$ cat src/rtl/harness_cmd_decoder_if.sv
// Host byte link between the harness host and the command decoder.
// The host owns in_byte/in_valid and out_ready; the decoder owns the rest.
interface harness_cmd_decoder_if;
  logic [7:0] in_byte;
  logic       in_valid;
  logic       in_ready;
  logic [7:0] out_byte;
  logic       out_valid;
  logic       out_ready;

  modport master (output in_byte, in_valid, out_ready,
                  input  in_ready, out_byte, out_valid);
  modport slave  (input  in_byte, in_valid, out_ready,
                  output in_ready, out_byte, out_valid);
endinterface

$ cat src/rtl/harness_cmd_decoder.sv
// Byte-command front-end for a DUT: loads packed inputs, drives reset and
// single-cycle step pulses, and streams packed outputs back LSB first.
module harness_cmd_decoder #(
  parameter int INPUT_BYTES  = 4,
  parameter int OUTPUT_WORDS = 1
) (
  input  logic                         clk,
  input  logic                         rst,
  harness_cmd_decoder_if.slave         host,
  output logic [INPUT_BYTES*8-1:0]     dut_data_in,
  output logic                         dut_rst,
  output logic                         dut_step,
  input  logic [OUTPUT_WORDS*32-1:0]   dut_data_out,
  output logic                         done,
  output logic                         error,
  output logic [7:0]                   err_code
);

  localparam int IW     = INPUT_BYTES * 8;
  localparam int OW     = OUTPUT_WORDS * 32;
  localparam int OBYTES = OUTPUT_WORDS * 4;
  localparam int MAXC   = (INPUT_BYTES > OBYTES) ? INPUT_BYTES : OBYTES;
  localparam int CW     = $clog2(MAXC + 1);

  localparam logic [7:0] CMD_READ    = 8'd104;
  localparam logic [7:0] CMD_QUIT    = 8'd105;
  localparam logic [7:0] CMD_RST_ON  = 8'd106;
  localparam logic [7:0] CMD_RST_OFF = 8'd107;
  localparam logic [7:0] CMD_STEP    = 8'd108;
  localparam logic [7:0] CMD_LOAD    = 8'd109;

  typedef enum logic [1:0] {IDLE, LOAD, SEND, HALT} state_t;

  state_t          state, state_nxt;
  logic [IW-1:0]   shadow;
  logic [IW-1:0]   shadow_nxt;
  logic [IW+7:0]   shadow_cat;
  logic [OW-1:0]   shift;
  logic [CW-1:0]   cnt;
  logic            in_rdy, out_vld, in_acc, out_acc;

  // Handshake strobes depend only on state, so no path runs from valid to ready.
  assign in_rdy  = (state == IDLE) || (state == LOAD);
  assign out_vld = (state == SEND);
  assign in_acc  = host.in_valid && in_rdy;
  assign out_acc = out_vld && host.out_ready;

  assign host.in_ready  = in_rdy;
  assign host.out_valid = out_vld;
  assign host.out_byte  = out_vld ? shift[7:0] : 8'd0;

  // New byte enters at the top; written via a concat so INPUT_BYTES=1 works.
  assign shadow_cat = {host.in_byte, shadow};
  assign shadow_nxt = shadow_cat[IW+7:8];

  // State register.
  always_ff @(posedge clk) begin
    if (rst) state <= IDLE;
    else     state <= state_nxt;
  end

  // Next-state decode.
  always_comb begin
    state_nxt = state;
    case (state)
      IDLE: if (in_acc) begin
        case (host.in_byte)
          CMD_READ:                       state_nxt = SEND;
          CMD_LOAD:                       state_nxt = LOAD;
          CMD_RST_ON, CMD_RST_OFF,
          CMD_STEP:                       state_nxt = IDLE;
          default:                        state_nxt = HALT; // quit or unknown
        endcase
      end
      LOAD:    if (in_acc && cnt == '0)  state_nxt = IDLE;
      SEND:    if (out_acc && cnt == '0) state_nxt = IDLE;
      default:                           state_nxt = HALT;
    endcase
  end

  // Datapath: DUT controls, load shadow, send shifter and byte counter.
  always_ff @(posedge clk) begin
    if (rst) begin
      shadow      <= '0;
      shift       <= '0;
      cnt         <= '0;
      dut_data_in <= '0;
      dut_rst     <= 1'b1;
      dut_step    <= 1'b0;
      done        <= 1'b0;
      error       <= 1'b0;
      err_code    <= 8'd0;
    end else begin
      dut_step <= 1'b0;
      case (state)
        IDLE: if (in_acc) begin
          case (host.in_byte)
            CMD_READ: begin
              shift <= dut_data_out;
              cnt   <= CW'(OBYTES - 1);
            end
            CMD_QUIT:    done     <= 1'b1;
            CMD_RST_ON:  dut_rst  <= 1'b1;
            CMD_RST_OFF: dut_rst  <= 1'b0;
            CMD_STEP:    dut_step <= 1'b1;
            CMD_LOAD:    cnt      <= CW'(INPUT_BYTES - 1);
            default: begin
              error    <= 1'b1;
              err_code <= host.in_byte;
            end
          endcase
        end
        LOAD: if (in_acc) begin
          shadow <= shadow_nxt;
          // Publish only the complete vector so the DUT never sees a partial load.
          if (cnt == '0) dut_data_in <= shadow_nxt;
          else           cnt         <= cnt - 1'b1;
        end
        SEND: if (out_acc) begin
          shift <= shift >> 8;
          if (cnt != '0) cnt <= cnt - 1'b1;
        end
        default: ;
      endcase
    end
  end

endmodule

$ cat src/flat_wrapper.sv
// flat-port wrapper written by rule: the top's interface ports become plain ports
module harness_cmd_decoder_flat 
#(
  parameter int INPUT_BYTES  = 4,
  parameter int OUTPUT_WORDS = 1
)
  (clk, rst, dut_data_in, dut_rst, dut_step, dut_data_out, done, error, err_code, host_in_byte, host_in_valid, host_out_ready, host_in_ready, host_out_byte, host_out_valid);
  harness_cmd_decoder_if host_i ();
  input  logic clk;
  input  logic rst;
  output logic [INPUT_BYTES*8-1:0] dut_data_in;
  output logic dut_rst;
  output logic dut_step;
  input  logic [OUTPUT_WORDS*32-1:0] dut_data_out;
  output logic done;
  output logic error;
  output logic [7:0] err_code;
  input wire logic [$bits(host_i.in_byte)-1:0] host_in_byte;
  input wire logic [$bits(host_i.in_valid)-1:0] host_in_valid;
  input wire logic [$bits(host_i.out_ready)-1:0] host_out_ready;
  output wire logic [$bits(host_i.in_ready)-1:0] host_in_ready;
  output wire logic [$bits(host_i.out_byte)-1:0] host_out_byte;
  output wire logic [$bits(host_i.out_valid)-1:0] host_out_valid;
  assign host_i.in_byte = host_in_byte;
  assign host_i.in_valid = host_in_valid;
  assign host_i.out_ready = host_out_ready;
  assign host_in_ready = host_i.in_ready;
  assign host_out_byte = host_i.out_byte;
  assign host_out_valid = host_i.out_valid;
  harness_cmd_decoder #(.INPUT_BYTES(INPUT_BYTES), .OUTPUT_WORDS(OUTPUT_WORDS)) u_core (.clk(clk), .rst(rst), .host(host_i), .dut_data_in(dut_data_in), .dut_rst(dut_rst), .dut_step(dut_step), .dut_data_out(dut_data_out), .done(done), .error(error), .err_code(err_code));
endmodule
$ cat config.mk
export PLATFORM = sky130hd
export DESIGN_NAME = harness_cmd_decoder_flat
export DESIGN_NICKNAME = d
export VERILOG_FILES = /design/src/rtl/harness_cmd_decoder_if.sv /design/src/rtl/harness_cmd_decoder.sv /design/src/flat_wrapper.sv
export SDC_FILE = /design/constraint.sdc
export NUM_CORES = 1
export LEC_CHECK = 0
export ABC_AREA = 1
export CELL_PAD_IN_SITES_DETAIL_PLACEMENT = 0
export CELL_PAD_IN_SITES_GLOBAL_PLACEMENT = 1
export CORE_ASPECT_RATIO = 0.5
export CORE_MARGIN = 4
export CORE_UTILIZATION = 38
export CTS_CLUSTER_SIZE = 28
export DETAILED_ROUTE_END_ITERATION = 7
export PLACE_DENSITY = 0.81
export SYNTH_ARGS = -nofsm -noshare
export SYNTH_HDL_FRONTEND = slang
export SYNTH_SLANG_ARGS = --single-unit
export TNS_END_PERCENT = 20
$ cat constraint.sdc
create_clock -name clk -period 2.8 [get_ports clk]
set_input_delay 0.56 -clock clk [delete_from_list [all_inputs] [get_ports clk]]
set_output_delay 0.56 -clock clk [all_outputs]
set_load 0.01 [all_outputs]
==> metrics.md <==
| Metric | Value |
|---|---|
| Status | finished clean |
| CTS root buffer | clkbuf_16 |
| Initial antenna violation count | 0 |
| Inserted Clock Buffers | 9 |
| Most frequent CP cell | inv_1 |
| Vias in the first global route | 3954 |
| First-pass GRT wire length | 19160 um |
| Mapped Area | 4328 um^2 |
| Pwr per Cell Area | 916.1 nW/um^2 |
| Fraction of layout cells with a size suffix above 1 | 5.959% |
| Top Family by Delay on Critical Path | buffers and inverters |
| Overflow after GRT | 0 |
| Hold/Removal Path Class | register to register |
| CTS tree | built |
| Syn Area/Cell | 7.213 um^2 |
| Req. time, crit path | 2240 ps |
| Drt first pass iters | 4 |
| Sequential fraction of the synthesis area | 48.57% |
| IO Port Bufs | 97 |
| Bufs and invs on worst path | 4 |
| CTS resizes | 0 |
| Setup-failing EPs final | 0 |
| Final hold vios | 0 |
| DRT antenna net count | 0 |
| Fmax | 0.4058 GHz |
| Drt drc | 0 |
| Die W | 158.9 um |
| Hold depth | 2 |
| # fillers | 1119 |
| # clock sinks | 105 |
| Worst R2R Path Depth | 9 |
| Setup TNS | 0 ps |
| H-tree levels | 3 |
| Setup Skew | 7.418 ps |
| CP startpoint | u_core.state[0] |
| Actual slew at the worst max-slew pin | 652.9 ps |
| Cells after synthesis | 600 |
| Layout Nets | 733 |
| Worst setup margin | 335.7 ps |
| Number of cells on the critical path | 6 |
| Setup WS pre-CTS | 538.8 ps |
| HP Start | u_core.err_code[7] |
| Max Cap Violations | 0 |
| Tot Pwr | 5234 uW |
| Reg2reg end | u_core.shift[27] |
| GP Congestion | 0.7702 |
| Initial DRC Count | 224 |
| Tmin final | 2464 ps |
| Slowest CP cell | clkdlybuf4s50_1 |
| Final Max Tran Viols | 0 |
| Die area | 13260 um^2 |
| Crit path cell chain | inv_1 > ha_1 > buf_4 > nand2_1 > inv_1 > clkdlybuf4s50_1 |
| Hold Slack | 447.3 ps |
| Worst Hold Path EP | u_core.err_code[7] |
| Syn Nets | 650 |
| Worst skew pair latency | 350 ps |
| Worst Path Max Fanout | 17 |
| Reg clk slew, reported paths | 70 ps |
| CP Launch Type | register |
| Period utilisation layout | 88.01% |
| CTS max path bufs | 2 |
| Post-DP HPWL | 7359 um |
| VDD IR max | 0.3863 mV |
| # diodes | 0 |
| Relative max-transition margin | 56.43% |
| WP data arrival | 1900 ps |
| DIE HEIGHT | 83.47 um |
| Crit Reg-Reg Startpoint | u_core.state[0] |
| FF+latch count, synth | 105 |
| Starting Density | 39.18% |
| Largest net degree at the start of global routing | 48 |
| Worst Setup Path Type | register to output port |
| Cell Rows | 27 |
| RSZ-0062 raised after global routing | no |
| Yosys warnings | 0 |
| Cts hold-fix bufs | 0 |
| Wire length per cell | 13.05 um |
| Setup bufs post-CTS | 0 |
| Syn-to-layout area delta | 32.00% |
| Reg2reg setup slack | 970 ps |
| Io pins | 98 |
| Worst Setup End Kind | output port |
| Vias per cell | 4.715 |
| Critical Path Max Stage Delay | 530 ps |
| WL final | 10870 um |
| Fin util | 51.72% |
| Yosys cell types | 28 |
| Core Area | 11050 um^2 |
| P_leak | 0.002442 uW |
| Via count | 3928 |
| All-Layer GR Usage | 17.23% |
[worst min-delay path, cell delays in order, from the launching register on]
cell and delay (ps):
dfxtp_1 310, inv_1 50, a21oi_1 50
[area by class of cell]
type / count / area (um^2) / area share, %
Tap cell: 145 / 181.4 / 3.176
Clock buffer: 9 / 225.2 / 3.942
Clock inverter: 7 / 95.09 / 1.664
Timing Repair Buffer: 109 / 1069 / 18.70
Inverter: 48 / 182.7 / 3.198
Multi-Input combinational cell: 410 / 1858 / 32.52
Sequential cell: 105 / 2102 / 36.79
[flip-flops by register name, summed over array words and instances (netlist names)]
register            flops
u_core.dut_data_in     32
u_core.shift           32
u_core.shadow          24
u_core.err_code         8
u_core.cnt              3
u_core.state            2
u_core.done             1
u_core.dut_rst          1
u_core.dut_step         1
u_core.error            1
[cells in the final DEF, fill, tap and decap left out, types with 2 or more instances in the layout]
cell type and n:
nand2_1 164, dfxtp_1 105, clkdlybuf4s50_1 96, nor2_1 77, a21oi_1 64, o21ai_0 54, inv_1 44, nand3_1 15
buf_4 11, a211oi_1 10, clkbuf_16 9, ha_1 6, o21ai_1 4, inv_2 3, nand2_2 3, nand4_1 2
nor3_1 2, inv_6 2, inv_8 2
[Yosys cell counts (all sizes together)]
master	count	area share (%)
buf	13	2.2
a211oi	10	1.7
nor2	79	7.1
inv	48	4.2
o211ai	1	0.17
nand3b	1	0.17
clkbuf	24	2.1
nand2	168	15
a21oi	65	7.6
dfxtp	105	49
nor3	2	0.23
o21a	1	0.17
nor4	1	0.14
ha	6	1.7
nand4	2	0.29
nand3	16	2.0
o21ai	58	6.7
[metrics by stage]
stage / area (um^2) / instances
3_5_place_dp: 5393 / 817
5_1_grt: 5713 / 833
3_3_place_gp: 5393 / 817
2_1_floorplan: 4328 / 600
4_1_cts: 5713 / 833
6_report: 5713 / 833
[where the power goes]
part / switching (uW) / internal [uW] / leakage (uW) / total [uW]
Sequential: 178 / 1850 / 0.000856 / 2020
Combinational: 1110 / 758 / 0.00143 / 1870
Clock: 617 / 723 / 0.000157 / 1340
Total: 1910 / 3330 / 0.00244 / 5230
[metal layers]
metal,track usage [%],vias up,part of all wire [%]
met3,4.983,10,3.9
met5,0,-,0
li1,-,2076,-
met1,23.31,1768,51
met4,4.252,0,1.0
met2,27.29,74,44
[how the worst max path moves through the flow]
stage	to	slack [ps]
6_report	host_out_byte[3]	340
4_1_cts	host_out_byte[3]	300
5_1_grt	host_out_byte[3]	210
3_3_place_gp	u_core.err_code[5]	520
3_5_place_dp	u_core.shift[20]	540
2_1_floorplan	host_out_byte[0]	1040
[logic make-up (layout without fill, tap and decap cells)]
| family | after synthesis | in the layout | share of synthesized area [%] |
|---|---|---|---|
| compound gates | 135 | 135 | 16.39 |
| fa+ha+maj | 6 | 6 | 1.735 |
| simple gates | 269 | 269 | 24.81 |
| flops | 105 | 105 | 48.57 |
| buf+inv | 85 | 173 | 8.500 |
Note: power is estimated with default switching activity, not from simulation.
